### src/rtl/segrx_pkg.sv
// segrx_pkg: seven-segment pattern constants and receiver FSM states.
package segrx_pkg;
    localparam logic [6:0] SEG_0     = 7'h40;
    localparam logic [6:0] SEG_1     = 7'h79;
    localparam logic [6:0] SEG_2     = 7'h24;
    localparam logic [6:0] SEG_3     = 7'h30;
    localparam logic [6:0] SEG_4     = 7'h19;
    localparam logic [6:0] SEG_5     = 7'h12;
    localparam logic [6:0] SEG_6     = 7'h02;
    localparam logic [6:0] SEG_7     = 7'h78;
    localparam logic [6:0] SEG_8     = 7'h00;
    localparam logic [6:0] SEG_9     = 7'h10;
    localparam logic [6:0] SEG_A     = 7'h08;
    localparam logic [6:0] SEG_B     = 7'h03;
    localparam logic [6:0] SEG_C     = 7'h46;
    localparam logic [6:0] SEG_D     = 7'h21;
    localparam logic [6:0] SEG_E     = 7'h06;
    localparam logic [6:0] SEG_F     = 7'h0E;
    localparam logic [6:0] SEG_BLANK = 7'h7F;
    typedef enum logic [1:0] {IDLE, TRACK, HOLD} state_t;
endpackage

### src/rtl/seg_lookup.sv
// seg_lookup: active-low seven-segment pattern to hex code, blank and error flags.
module seg_lookup
    import segrx_pkg::*;
(
    input  logic [6:0] pat,
    output logic [3:0] code,
    output logic       is_blank,
    output logic       is_err
);
    assign is_blank = pat == SEG_BLANK;
    always_comb begin
        code   = 4'h0;
        is_err = 1'b0;
        case (pat)
            SEG_0:     code = 4'h0;
            SEG_1:     code = 4'h1;
            SEG_2:     code = 4'h2;
            SEG_3:     code = 4'h3;
            SEG_4:     code = 4'h4;
            SEG_5:     code = 4'h5;
            SEG_6:     code = 4'h6;
            SEG_7:     code = 4'h7;
            SEG_8:     code = 4'h8;
            SEG_9:     code = 4'h9;
            SEG_A:     code = 4'hA;
            SEG_B:     code = 4'hB;
            SEG_C:     code = 4'hC;
            SEG_D:     code = 4'hD;
            SEG_E:     code = 4'hE;
            SEG_F:     code = 4'hF;
            SEG_BLANK: code = 4'h0;
            default:   is_err = 1'b1;
        endcase
    end
endmodule

### src/rtl/seg_decode_rx.sv
// seg_decode_rx: debounced seven-segment bus decoder with valid/ready output.
// Define SEGRX_HISTORY_EN to add the 3-deep history port of accepted codes.
module seg_decode_rx
    import segrx_pkg::*;
#(
    parameter int STABLE_CYCLES = 4
) (
    input  logic       Clock,
    input  logic       Resetn,
    input  logic [6:0] SEG,
    output logic       out_valid,
    input  logic       out_ready,
    output logic [3:0] out_code,
    output logic       out_err,
    output logic       overrun
`ifdef SEGRX_HISTORY_EN
   ,output logic [11:0] history
`endif
);
    localparam int CW = $clog2(STABLE_CYCLES + 1);
    localparam logic [CW-1:0] SC = CW'(STABLE_CYCLES);
    logic [6:0] s;
    logic [CW-1:0] cnt, cnt_n;
    state_t st, st_n;
    logic [3:0] code;
    logic blank, err, chg, seg_blank, emit, acc, load;
    seg_lookup u_lookup (.pat(s), .code(code), .is_blank(blank), .is_err(err));
    // SEG is the incoming sample; s is the previous one it is compared against
    assign chg = SEG != s;
    assign seg_blank = SEG == SEG_BLANK;
    assign cnt_n = chg ? CW'(1) : (cnt == SC ? cnt : cnt + 1'b1);
    assign acc = out_valid && out_ready;
    assign load = emit && (!out_valid || acc);
    always_comb begin
        st_n = st;
        emit = 1'b0;
        case (st)
            IDLE:  st_n = seg_blank ? IDLE : TRACK;
            TRACK: begin
                emit = cnt == SC && !blank;
                st_n = seg_blank ? IDLE : (emit && !chg ? HOLD : TRACK);
            end
            HOLD:  st_n = chg ? (seg_blank ? IDLE : TRACK) : HOLD;
            default: st_n = IDLE;
        endcase
    end
    always_ff @(posedge Clock or negedge Resetn) begin
        if (!Resetn) begin
            st        <= IDLE;
            s         <= SEG_BLANK;
            cnt       <= '0;
            out_valid <= 1'b0;
            out_code  <= 4'h0;
            out_err   <= 1'b0;
            overrun   <= 1'b0;
        end else begin
            st  <= st_n;
            s   <= SEG;
            cnt <= cnt_n;
            if (load) begin
                out_valid <= 1'b1;
                out_code  <= err ? 4'h0 : code;
                out_err   <= err;
            end else if (acc) begin
                out_valid <= 1'b0;
            end
            if (emit && !load) overrun <= 1'b1;
        end
    end
`ifdef SEGRX_HISTORY_EN
    always_ff @(posedge Clock or negedge Resetn) begin
        if (!Resetn) history <= 12'h000;
        else if (load && !err) history <= {history[7:0], code};
    end
`endif
endmodule
### config.mk
export PLATFORM = sky130hd
export DESIGN_NAME = seg_decode_rx
export DESIGN_NICKNAME = d
export VERILOG_FILES = /design/src/rtl/segrx_pkg.sv /design/src/rtl/seg_lookup.sv /design/src/rtl/seg_decode_rx.sv
export SDC_FILE = /design/constraint.sdc
export NUM_CORES = 1
export LEC_CHECK = 0
export CORE_MARGIN = 1.5
export CORE_UTILIZATION = 35
export CTS_CLUSTER_SIZE = 16
export DETAILED_ROUTE_END_ITERATION = 12
export PLACE_DENSITY = 0.56
export REMOVE_ABC_BUFFERS = 1
export SLEW_MARGIN = 40
export SYNTH_ARGS = -nofsm -noshare
export SYNTH_HDL_FRONTEND = slang
export SYNTH_SLANG_ARGS = --single-unit
export TNS_END_PERCENT = 5
### constraint.sdc
create_clock -name Clock -period 1.7 [get_ports Clock]
set_input_delay 0.34 -clock Clock [delete_from_list [all_inputs] [get_ports Clock]]
set_output_delay 0.34 -clock Clock [all_outputs]
set_load 0.005 [all_outputs]
==> results of run 1 <==
[per-stage QoR]
step | hold WS [ps] | TNS (ps)
after global placement | 461.1 | -484.0
final | 349.1 | -82.04
after global routing | 363.8 | -311.0
after floorplan | 44.41 | 0
after CTS | 358.6 | -41.55
after detailed placement | 463.2 | -668.6
[cell type report]
class,count,area [um^2]
Fill cell,327,1544
Multi-Input combinational cell,96,730.7
Inverter,3,11.26
Clock inverter,1,5.005
Timing Repair Buffer,50,455.4
Sequential cell,19,484.2
Clock buffer,3,22.52
Tap cell,46,57.56
[layout by cell type, fill, tap and decap left out, types with 2 or more instances in the layout]
cell type / instances
a31oi_1: 2
o21ai_1: 3
xnor2_1: 6
buf_6: 4
o21ai_0: 2
dfrtp_1: 12
nand2_1: 13
and4b_1: 2
buf_12: 2
nor4b_2: 2
clkbuf_4: 3
or3_4: 2
nor2_1: 11
nand3_1: 7
buf_4: 28
a221oi_2: 2
ha_1: 2
clkdlybuf4s50_1: 16
dfstp_2: 7
xor2_1: 4
or4_4: 2
o21bai_1: 2
nand2b_1: 3
nor3_2: 2
inv_1: 3
a21oi_1: 5
[per-layer routing]
layer | part of all wire, % | global-route usage (%)
met4 | 0.83 | 5.471
met3 | 3.5 | 2.521
met5 | 0 | 0
met1 | 45 | 21.29
met2 | 50 | 28.72
[how the worst max path moves through the flow]
| stage | from | slack, ps | depth (start not counted) | to |
|---|---|---|---|---|
| after floorplan | s[1] | 30 | 5 | out_err |
| after global placement | SEG[4] | -130 | 4 | cnt[2] |
| after detailed placement | SEG[0] | -180 | 6 | st[0] |
| after CTS | s[3] | -30 | 7 | out_err |
| after global routing | s[3] | -130 | 8 | out_err |
| final | s[4] | -50 | 7 | out_err |
[cells by family (layout without fill, tap and decap cells)]
| kind of cell | after synthesis | count (layout) | share of synthesized area [%] |
|---|---|---|---|
| adders and majority gates | 2 | 2 | 2.081 |
| xor gates and xnor gates | 10 | 10 | 7.284 |
| DFF | 19 | 19 | 40.27 |
| buffers and inverters | 11 | 57 | 5.723 |
| AOI/OAI and AO/OA | 28 | 28 | 16.55 |
| and+or+nand+nor | 56 | 56 | 28.10 |
[flip-flops by register name, indices dropped and copies added, names as in the netlist]
signal / flops
s: 7
out_code: 4
cnt: 3
st: 2
out_err: 1
out_valid: 1
overrun: 1
[worst register-to-register path, delay by kind of cell (launching register included)]
family	cells	cell delay [ps]
flip-flops	1	410
AO/OA/AOI/OAI	4	740
buffers and inverters	2	280
AND/OR/NAND/NOR	1	210
[where the power goes]
part / total (uW) / switching [uW] / internal [uW]
sequential: 487 / 18.6 / 469
combinational: 192 / 83.3 / 108
clock: 245 / 157 / 88.0
total: 924 / 259 / 665
[repair_timing]
| item | in CTS | in global routing |
|---|---|---|
| gates resized for setup | 11 | 10 |
| buffers inserted | 7 | 1 |
| pin swaps | 5 | 6 |
| setup endpoints to repair | 4 | 9 |
==> run_results.csv, run 1 <==
group,metric,value,unit
clocking,clock_path_buffers,2,
synthesis,syn-cell-area,0.001202,mm^2
floorplanning,die_h,61.61,um
sta,min_period_over_period,102.7,%
floorplanning,fp.dieW,61.61,um
clocking,postCtsHoldBufs,0,
place,hpwl,2086,um
floorplanning,core-area,0.003311,mm^2
sta,clock.fmax,572.5,MHz
power_and_ir_drop,total_leakage_power,0.0007348,uW
power_and_ir_drop,powerDensity,522.8,mW/mm^2
clocking,cts.sinks,19,
worst_setup_path,endpoint_kind,"register",
place,dp_cells,206,
final_layout,layout.nets,185,
sta,drv_slew,0,
global_route,grt_max_degree,20,
detailed_routing,drt-total-wl,2890,um
detailed_routing,num_vias,1103,
worst_setup_path,critPathLaunchType,"register",
sta,clock_skew,5.440,ps
power_and_ir_drop,peakVddDrop,0.2776,mV
place,routabilityCongestion,0.7582,
synthesis,yosys_warnings,0,
worst_setup_path,r2r.worst_path.cells,7,
detailed_routing,viasPerCell,5.060,
global_route,antenna_found_initial,0,
final_layout,finalInstanceArea,0.001767,mm^2
clocking,htreeDepth,1,
floorplanning,num_io_pins,17,
run_status,violations,"negative setup slack",
clocking,cts_buffers,3,
clocking,clockRootBuffer,"clkbuf_4",
worst_setup_path,critPathArrivalTime,1950,ps
sta,worst_pin_slew,351.7,ps
global_route,grt_pass1_wl,4719,um
clocking,cts_tree,"yes",
global_route,grt_pass1_vias,1066,
synthesis,synthMostInstantiatedCell,"nand2_1",
clocking,clkTransAtPathRegs,120,ps
sta,slew_headroom,76.30,%
synthesis,netlist_instances,126,
run_status,status,"finished with violations",
worst_setup_path,critPathKind,"register to register",
worst_setup_path,slowest_delay,410,ps
worst_setup_path,cp.buffers_inverters,2,
power_and_ir_drop,finalPower,923.6,uW
synthesis,synth_edf_count,0,
floorplanning,row_count,21,
clocking,worstSkewPairLatency,310,ps
detailed_routing,wl_per_cell,13.26,um
synthesis,ys_seq_area_share,40.27,%
worst_setup_path,crit_fanout,5,
synthesis,synth_top_flop_cell,"dfrtp_1",
synthesis,synth.avg_cell_area,9.543,um^2
synthesis,ys_types,46,
sta,setup_slack,-46.67,ps
synthesis,synth.area.top_cells,"dfrtp_1 25%, dfstp_2 15%, xnor2_1 4.4%",
synthesis,synth-seq-cells,19,
run,drv_cap,0,
floorplanning,die-area,0.003796,mm^2
worst_setup_path,cpMostUsedCell,"buf_4",
worst_setup_path,worstPathRequired,1910,ps
worst_setup_path,cpMaxStageDelayCell,"dfstp_2",
sta,period_needed,1747,ps
place,placed_cell_area,0.001570,mm^2
sta,setup_violations,2,
place,pre_cts_ws,-184.3,ps
worst_setup_path,path_cells,"buf_4 -> buf_4 -> nor4_2 -> o21ai_1 -> a221oi_2 -> a31oi_1 -> a32o_1",
place,io_buffers,16,
synthesis,async_flop_share,100.0,%
worst_setup_path,reg2reg_slack,-50,ps
detailed_routing,drtAntennaViolNets,0,
worst_setup_path,r2r-start,"s[4]",
final_layout,drive_gt1_share,38.37,%
sta,rsz0062_at_grt,"true",
sta,finalHoldViolations,0,
global_route,gr-total-overflow,0,
final_layout,num_antenna_cells,0,
final_layout,area_growth,46.93,%
detailed_routing,dr.pass1.iters,4,
worst_setup_path,rr_endpoint,"out_err",
worst_setup_path,critPathTopFamily,"compound AO/OA/AOI/OAI gates",
synthesis,synth_top_cell_by_area,"dfrtp_1",
synthesis,synth_top_area_share,24.97,%
final_layout,final_core_util,53.36,%
global_route,grt_usage,16.67,%
floorplanning,start_util,36.32,%
worst_hold_path,hold_path.class,"input port to async pin",
final_layout,layout.cells.non_filler,218,
detailed_routing,drc,0,
detailed_routing,drt_iter0_markers,40,
synthesis,synthTopCellsByCount,"13 x nand2_1, 12 x dfrtp_1, 11 x nor2_1",
(Power assumes the default switching activity.)
==> run 2, diff against run 1 <==
--- a/config.mk
+++ b/config.mk
@@ -5,11 +5,14 @@
 export SDC_FILE = /design/constraint.sdc
 export NUM_CORES = 1
 export LEC_CHECK = 0
+export CELL_PAD_IN_SITES_DETAIL_PLACEMENT = 1
+export CELL_PAD_IN_SITES_GLOBAL_PLACEMENT = 2
 export CORE_MARGIN = 1.5
-export CORE_UTILIZATION = 35
+export CORE_UTILIZATION = 30
 export CTS_CLUSTER_SIZE = 16
 export DETAILED_ROUTE_END_ITERATION = 12
-export PLACE_DENSITY = 0.56
+export GPL_TIMING_DRIVEN = 0
+export PLACE_DENSITY = 0.73
 export REMOVE_ABC_BUFFERS = 1
 export SLEW_MARGIN = 40
 export SYNTH_ARGS = -nofsm -noshare
==> run_results.csv, run 2 (synthesis results as in run 1) <==
group,metric,value,unit
run_status,status,"finished with violations",
run_status,violations,"negative setup slack",
sta,min_period_over_period,102.3,%
power_and_ir_drop,switching_power,243.7,uW
final_layout,reg.largest.list,"s: 7 flops, out_code: 4 flops, cnt: 3 flops",
power_and_ir_drop,seq_power_share,50.7,%
sta,finalSetupTns,-66.29,ps
worst_setup_path,r2r.worst_path.cells,6,
detailed_routing,drc,0,
sta,clock.fmax,575.0,MHz
sta,finalHoldViolations,0,
place,hpwl,2019,um
detailed_routing,drtAntennaViolNets,0,
sta,period_needed,1739,ps
floorplanning,start_util,32.12,%
global_route,grt_usage,16.07,%
final_layout,largest_reg_flops,7,
power_and_ir_drop,powerDensity,583.0,mW/mm^2
clocking,worstSkewPairLatency,250,ps
worst_setup_path,critPathArrivalTime,1880,ps
final_layout,num_antenna_cells,0,
final_layout,drive_gt1_share,30.92,%
worst_setup_path,cp.buffers_inverters,1,
detailed_routing,viasPerCell,5.150,
worst_setup_path,slowest_delay,620,ps
detailed_routing,num_vias,1030,
floorplanning,num_io_pins,17,
clocking,cts_tree,"yes",
floorplanning,fp.dieW,66.31,um
floorplanning,die_h,66.31,um
power_and_ir_drop,peakVddDrop,0.3724,mV
worst_setup_path,cpMaxStageDelayCell,"dfstp_2",
power_and_ir_drop,comb_power_share,17.7,%
worst_setup_path,critPathTopFamily,"compound AO/OA/AOI/OAI gates",
detailed_routing,wl_per_cell,15.43,um
detailed_routing,dr.pass1.iters,4,
power_and_ir_drop,swShare,25.29,%
worst_setup_path,worstSetupPathDepth,6,
place,dp_cells,182,
power_and_ir_drop,p_int,719.9,uW
final_layout,final_common_cell,"clkdlybuf4s50_1",
global_route,grt_max_degree,20,
worst_setup_path,path_cells,"buf_12 -> and4b_1 -> o21ai_1 -> a221oi_2 -> a31oi_1 -> a32o_1",
final_layout,layout.nets,165,
sta,clock_skew,3.523,ps
worst_setup_path,critPathLaunchType,"register",
worst_setup_path,endpoint_kind,"register",
sta,drv_slew,0,
worst_hold_path,hold_path.class,"input port to async pin",
clocking,clkTransAtPathRegs,70,ps
floorplanning,row_count,22,
detailed_routing,drt-total-wl,3085,um
global_route,gr-total-overflow,0,
sta,worst_pin_slew,420.8,ps
final_layout,layout_common_cells,"15 x clkdlybuf4s50_1, 13 x nand2_1, 12 x dfrtp_1",
clocking,cts.sinks,19,
global_route,antenna_found_initial,0,
power_and_ir_drop,pwr-share-clk,31.6,%
floorplanning,core-area,0.003744,mm^2
place,io_buffers,16,
clocking,clockRootBuffer,"clkbuf_8",
final_layout,layout.cells.non_filler,200,
sta,rsz0062_at_grt,"true",
sta,setup_violations,2,
final_layout,area_growth,37.46,%
clocking,htreeDepth,1,
clocking,postCtsHoldBufs,0,
worst_setup_path,crit_fanout,7,
clocking,cts_buffers,3,
final_layout,largest_register,"s",
global_route,grt_pass1_wl,5375,um
worst_setup_path,worstPathRequired,1840,ps
global_route,grt_pass1_vias,1121,
place,routabilityCongestion,0.7567,
sta,slew_headroom,71.95,%
worst_setup_path,reg2reg_slack,-40,ps
power_and_ir_drop,total_leakage_power,0.0006373,uW
floorplanning,die-area,0.004397,mm^2
clocking,clock_path_buffers,2,
sta,setup_slack,-39.21,ps
worst_setup_path,critPathKind,"register to register",
run,drv_cap,0,
detailed_routing,drt_iter0_markers,31,
## run 2: routing by layer
| metal | up-vias | routed length (um) | track usage, % |
|---|---|---|---|
| met5 | - | 0 | 0 |
| met4 | 0 | 10 | 2.296 |
| met3 | 2 | 114 | 3.578 |
| met2 | 21 | 1570 | 29.13 |
| met1 | 499 | 1389 | 19.69 |
| li1 | 508 | - | - |
## run 2: through the flow
stage | utilization [%] | setup slack (ps) | cell area [um^2] | hold WS, ps | power, uW
floorplan | - | 28.20 | 1145 | 44.41 | 557.6
global placement | 36.46 | -357.3 | 1365 | 458.7 | 609.2
detailed placement | 36.46 | -472.7 | 1365 | 463.4 | 613.7
CTS | 42.88 | -26.72 | 1605 | 482.8 | 969.9
global route | 44.15 | -134.9 | 1653 | 45.16 | 1021
finish | 44.15 | -39.21 | 1653 | 14.08 | 963.6
## run 2: final cells by class
class	instances	area (um^2)
Inverter	3	11.26
Fill cell	436	2091
Timing Repair Buffer	30	292.8
Clock buffer	4	45.04
Tap cell	48	60.06
Multi-Input combinational cell	96	755.7
Sequential cell	19	488.0
## run 2: path summary, 6_finish.rpt
kind	from	endpoint
max	s[6]	out_err
min	Resetn	out_valid
max reg2reg	s[6]	out_err
min reg2reg	overrun	overrun
max in group asynchronous	Resetn	s[6]
min in group Clock	overrun	overrun
## run 2: worst reg2reg max path, delay by kind of cell (launching register included)
kind	cells	cell delay, ps
compound gates	4	680
simple gates	1	200
buf+inv	1	150
flops	1	620
## run 2: power groups by stage
stage / Combinational [uW] / Clock, uW / Sequential (uW)
after floorplan: 54.4 / 0 / 503
after global placement: 96.3 / 0 / 513
after detailed placement: 99.4 / 0 / 514
after CTS: 165 / 318 / 487
after global routing: 186 / 345 / 490
final: 171 / 305 / 488
## run 2: what timing repair did
action,4_1_cts,5_1_grt
setup endpoints to repair,9,7
pin swaps,4,4
buffers inserted,13,1
gates resized for setup,16,9
